===== config.mk =====
export PLATFORM = sky130hd
export DESIGN_NAME = input_buffer_route
export DESIGN_NICKNAME = d
export VERILOG_FILES = /design/src/rtl/input_buffer_route.sv
export SDC_FILE = /design/constraint.sdc
export NUM_CORES = 1
export LEC_CHECK = 0
export ABC_AREA = 0
export ABC_CLOCK_PERIOD_IN_PS = 2500
export CORE_ASPECT_RATIO = 0.75
export CORE_MARGIN = 2
export CORE_UTILIZATION = 42
export DETAILED_ROUTE_END_ITERATION = 7
export GPL_ROUTABILITY_DRIVEN = 0
export HOLD_SLACK_MARGIN = 0.08
export PLACE_DENSITY = 0.67
export SKIP_CTS_REPAIR_TIMING = 1
export SYNTH_ARGS = -nofsm -noshare
export SYNTH_HDL_FRONTEND = slang
export SYNTH_SLANG_ARGS = --single-unit

===== constraint.sdc =====
create_clock -name clk -period 2.5 [get_ports clk]
set_input_delay 0.25 -clock clk [delete_from_list [all_inputs] [get_ports clk]]
set_output_delay 0.25 -clock clk [all_outputs]
set_load 0.005 [all_outputs]

===== src/rtl/input_buffer_route.sv =====
// Per-port router input stage: flit FIFO, XY route computation and wormhole route hold.
// Optional protocol checking (err_o, discard of unroutable body flits) under BUF_PROTOCOL_CHK_EN.
module input_buffer_route #(
    parameter int unsigned DEPTH   = 4,
    parameter int unsigned COORD_W = 3,
    parameter int unsigned X_COORD = 0,
    parameter int unsigned Y_COORD = 0
) (
    input  logic                     clk,
    input  logic                     rst_n,
    input  logic [16:0]              data_i,
    input  logic                     valid_i,
    input  logic                     read_i,
    output logic [16:0]              data_o,
    output logic [5:0]               dir_o,
    output logic                     credit_o,
    output logic                     full_o,
    output logic [$clog2(DEPTH):0]   count_o
`ifdef BUF_PROTOCOL_CHK_EN
    ,
    output logic                     err_o
`endif
);

    localparam int unsigned FLIT_W = 17;
    localparam int unsigned PTR_W  = $clog2(DEPTH);
    localparam int unsigned CNT_W  = PTR_W + 1;
    localparam int unsigned DIR_W  = 6;

    localparam logic [DIR_W-1:0] DIR_STALL = 6'b100000;
    localparam logic [DIR_W-1:0] DIR_N     = 6'b010000;
    localparam logic [DIR_W-1:0] DIR_E     = 6'b001000;
    localparam logic [DIR_W-1:0] DIR_W_    = 6'b000100;
    localparam logic [DIR_W-1:0] DIR_S     = 6'b000010;
    localparam logic [DIR_W-1:0] DIR_L     = 6'b000001;

    logic [FLIT_W-1:0] mem [DEPTH];
    logic [PTR_W-1:0]  wr_ptr, rd_ptr;
    logic [CNT_W-1:0]  count_q, count_nxt;
    logic              full_q;
    logic              credit_q;
    logic              route_vld;
    logic [DIR_W-1:0]  route_q;

    logic [FLIT_W-1:0]  front;
    logic [COORD_W-1:0] dst_x, dst_y;
    logic [DIR_W-1:0]   xy_dir;
    logic               empty, front_head, front_tail;
    logic               discard, pop, wr_en;

    // Front entry decode and XY route for a head flit
    always_comb begin
        front      = mem[rd_ptr];
        empty      = (count_q == '0);
        front_head = front[16];
        front_tail = front[15];
        dst_x      = front[14 -: COORD_W];
        dst_y      = front[14-COORD_W -: COORD_W];
        xy_dir     = DIR_L;
        if (dst_x > COORD_W'(X_COORD))      xy_dir = DIR_E;
        else if (dst_x < COORD_W'(X_COORD)) xy_dir = DIR_W_;
        else if (dst_y > COORD_W'(Y_COORD)) xy_dir = DIR_N;
        else if (dst_y < COORD_W'(Y_COORD)) xy_dir = DIR_S;
    end

    // Presented direction: head routes itself, body/tail follow the held route
    always_comb begin
        dir_o  = DIR_STALL;
        data_o = '0;
        if (!empty) begin
            data_o = front;
            if (front_head)     dir_o = xy_dir;
            else if (route_vld) dir_o = route_q;
        end
    end

    always_comb begin
`ifdef BUF_PROTOCOL_CHK_EN
        discard = !empty && !front_head && !route_vld;
`else
        discard = 1'b0;
`endif
        pop   = !empty && ((read_i && !dir_o[5]) || discard);
        wr_en = valid_i && (!full_q || pop);
        count_nxt = count_q;
        if (wr_en && !pop)      count_nxt = count_q + CNT_W'(1);
        else if (!wr_en && pop) count_nxt = count_q - CNT_W'(1);
    end

    // Storage is not reset; data_o masks it while empty
    always_ff @(posedge clk) begin
        if (wr_en) mem[wr_ptr] <= data_i;
    end

    always_ff @(posedge clk or negedge rst_n) begin
        if (!rst_n) begin
            wr_ptr    <= '0;
            rd_ptr    <= '0;
            count_q   <= '0;
            full_q    <= 1'b0;
            credit_q  <= 1'b0;
            route_vld <= 1'b0;
            route_q   <= DIR_STALL;
        end else begin
            if (wr_en) wr_ptr <= wr_ptr + PTR_W'(1);
            if (pop)   rd_ptr <= rd_ptr + PTR_W'(1);
            count_q  <= count_nxt;
            full_q   <= (count_nxt == CNT_W'(DEPTH));
            credit_q <= pop;
            if (pop && front_tail) begin
                route_vld <= 1'b0;
            end else if (pop && front_head) begin
                route_vld <= 1'b1;
                route_q   <= xy_dir;
            end
        end
    end

`ifdef BUF_PROTOCOL_CHK_EN
    logic err_q;

    // Sticky: dropped write, head arriving mid-packet, or discarded unroutable flit
    always_ff @(posedge clk or negedge rst_n) begin
        if (!rst_n) err_q <= 1'b0;
        else        err_q <= err_q || (valid_i && full_q && !pop)
                                   || (pop && front_head && route_vld)
                                   || discard;
    end

    assign err_o = err_q;
`endif

    assign credit_o = credit_q;
    assign full_o   = full_q;
    assign count_o  = count_q;

endmodule


==> key figures <==
Timing
  • Relative slew slack: 52.3%
  • Unrepaired setup endpoints after global routing: true
  • Final Max Tran Viols: 0
  • Worst-Margin Slew: 0.714 ns
  • Final hold violations: 0
  • Fmax: 400 MHz
  • Min Hold Slack: 0.328 ns
  • TNS Setup: 0 ns
  • Crit share post-route: 100%
  • Skew final: 0.00657 ns
  • Min Tclk post-route: 2.50 ns
  • Final Setup Violations: 0

Power and ir drop
  • Pint: 3780 uW
  • Peak VDD IR: 512 uV
  • Lkg Pwr: 0.00163 uW
  • Sequential Power Share: 36.2%
  • Gate power share: 46.7%
  • Sw Share: 29.7%
  • Power per cell area: 1200 nW/um2
  • Psw: 1600 uW
  • Clock share of power: 17.1%
  • Total power: 5380 uW

Synth
  • Post-synth top area cell: edfxtp_1
  • Synth top area share: 59.2%
  • Sequential-to-total area share from yosys stat: 69.4%
  • Yosys cell types: 37
  • Synth warn: 0
  • Syn_area_per_cell: 17.5 um2
  • Post-synth EDFFs: 68
  • Mapped Area: 3450 um2
  • Synth Flop Type: edfxtp_1
  • Synth async-reset ratio: 17.1%
  • Cells after Synth: 197
  • Top cells by area, synth: edfxtp_1 (59%), mux4_2 (10%), dfrtp_1 (9.4%)
  • Seq cells post-synth: 82

Finish
  • Multi-input gate area: 1030 um2
  • Layout cells sized above 1: 27.9%
  • Nets: 295
  • Post-layout util: 56.7%
  • Area grow syn2layout: 30.3%
  • Fin cells: 377
  • Register area: 2400 um2
  • Ant. Diodes: 0
  • Layout filler cell count: 651

Placement
  • Buffers on Ports: 46
  • Placed cell count: 354
  • DP HPWL: 4070 um

Flow run
  • Max-Cap Viols: 0

Floorplan
  • FP Rows: 28
  • Core area: 7920 um2
  • Die Width: 109 um
  • Boundary Pins: 49
  • Initial Utilization: 43.5%
  • Die area: 8960 um2
  • Die height: 82.5 um

Worst setup path
  • CP max FO: 5
  • CP Buf/Inv Count: 1
  • Worst endpoint required time: 2.25 ns
  • Cells along the critical path: mux4_2 > or3_4 > nor2b_4 > a31oi_2 > nor2_1 > buf_2
  • WP data arrival: 2.25 ns
  • Setup CP Type: flip-flop to output pin
  • CP Capture Type: output pin
  • Delay-heaviest family, CP: simple AND/OR/NAND/NOR gates
  • Largest stage delay, worst path: 0.54 ns
  • Setup crit start: rd_ptr[0]
  • CP Launch Type: flip-flop
  • Slowest CP cell: mux4_2
  • Reg2reg start: rd_ptr[0]

GRT
  • First-pass GRT wire length: 9910 um
  • Largest net degree at the start of global routing: 18
  • GR Overflow Total: 0
  • Vias in the first global route: 1899
  • Initial antenna violation count: 0
  • Global Route Usage Sum: 15.7%

Clocking
  • Reg clk slew, reported paths: 0.08 ns
  • TritonCTS clock tree: built
  • Sink Count: 82
  • Bufs on Longest Clock Path: 2
  • Skew-Pair Late Insertion Delay: 0.35 ns
  • Total CTS buffers: 9
  • Clk Tree Root Cell: clkbuf_8
  • Htree depth: 3

Route
  • Via-per-instance ratio: 4.91
  • Via count: 1850
  • Routed wire length: 6220 um
  • Drt first pass iters: 4
  • DRC: 0
  • Routed wire per std cell: 16.5 um
  • Drt first-iter violations: 95
  • Final ANT Viol Nets: 0

Outcome
  • Status: finished clean

Worst hold path
  • Worst hold path class: input port to async pin
-- synthesized netlist by cell type (2+ instances only) --
cell and count:
a31oi_1 3, and2_1 20, buf_2 2, buf_4 3, buf_6 2, clkbuf_1 4, dfrtp_1 13, edfxtp_1 68
ha_1 7, inv_1 6, mux2_2 3, mux2i_1 3, mux4_2 16, nand2_1 7, nand2b_1 3, nor2_1 8
nor2b_1 3, nor3_1 2, nor3_2 2, o31ai_1 2, xnor2_1 3, xor2_1 2
-- final cells by class --
cell class	instances	share of cell area, %
tap	105	2.92
timing repair buffer	69	16.1
clock inverter	3	0.891
sequential	82	53.3
clock buffer	13	3.31
multi-input combinational	99	22.9
inverter	6	0.501
-- flip-flops by register name, indices dropped and copies added, names as in the netlist --
signal,flops
rd_ptr,2
credit_o,1
full_o,1
route_vld,1
route_q,4
count_o,3
wr_ptr,2
mem,68
-- per-stage QoR --
step	cell area (um2)	setup slack (ns)
after global routing	4490	-0.126
after floorplan	3450	0.0847
final	4490	0.00100
after global placement	4170	-0.118
after CTS	4360	-0.562
after detailed placement	4170	-0.157
-- worst paths after layout --
check	cells past startpoint	slack [ns]	to
setup / recovery	6	0.001	dir_o[3]
hold / removal	1	0.33	count_o[2]
min in group clk	1	0.48	route_q[5]
setup reg to reg	6	0.22	route_q[4]
max in group asynchronous	1	1.68	rd_ptr[1]
hold reg to reg	1	0.48	route_q[5]
-- cells by family (layout without fill, tap and decap cells) --
group / count (synthesis) / in the layout / synth area share, %
flip-flops: 82 / 82 / 69.4
AND/OR/NAND/NOR: 50 / 50 / 8.53
buffers and inverters: 17 / 91 / 2.69
other: 1 / 2 / 0.109
adder cells (fa/ha/maj): 7 / 7 / 2.54
AO/OA/AOI/OAI: 12 / 12 / 2.69
XOR/XNOR: 5 / 5 / 1.27
multiplexers: 23 / 23 / 12.7
-- power groups by stage --
stage               Sequential [uW]  Combinational [uW]  Clock (uW)
floorplan                      1920                1240           0
global placement               1980                2280           0
detailed placement             1980                2300           0
CTS                            1950                2310         956
global route                   1990                2730         994
finish                         1950                2510         920
-- metal layers --
| layer | wire [um] | vias to the layer above | track usage (%) |
|---|---|---|---|
| met5 | 0 | - | 0 |
| li1 | - | 876 | - |
| met4 | 87 | 0 | 6.54 |
| met1 | 3020 | 931 | 21.8 |
| met3 | 235 | 9 | 4.55 |
| met2 | 2880 | 34 | 23.4 |
-- layout by cell type, fill, tap and decap left out, types with 5 or more instances in the layout --
cell type        Yosys  routed
ha_1                 7       7
inv_1                6       5
buf_4                3      15
dfrtp_1             13      11
clkbuf_8             0      10
edfxtp_1            68      68
nand2_1              7       7
and2_1              20      20
mux4_2              16      16
buf_12               0       8
nor2_1               8       8
clkdlybuf4s50_1      0      41
(Power assumes the default switching activity.)
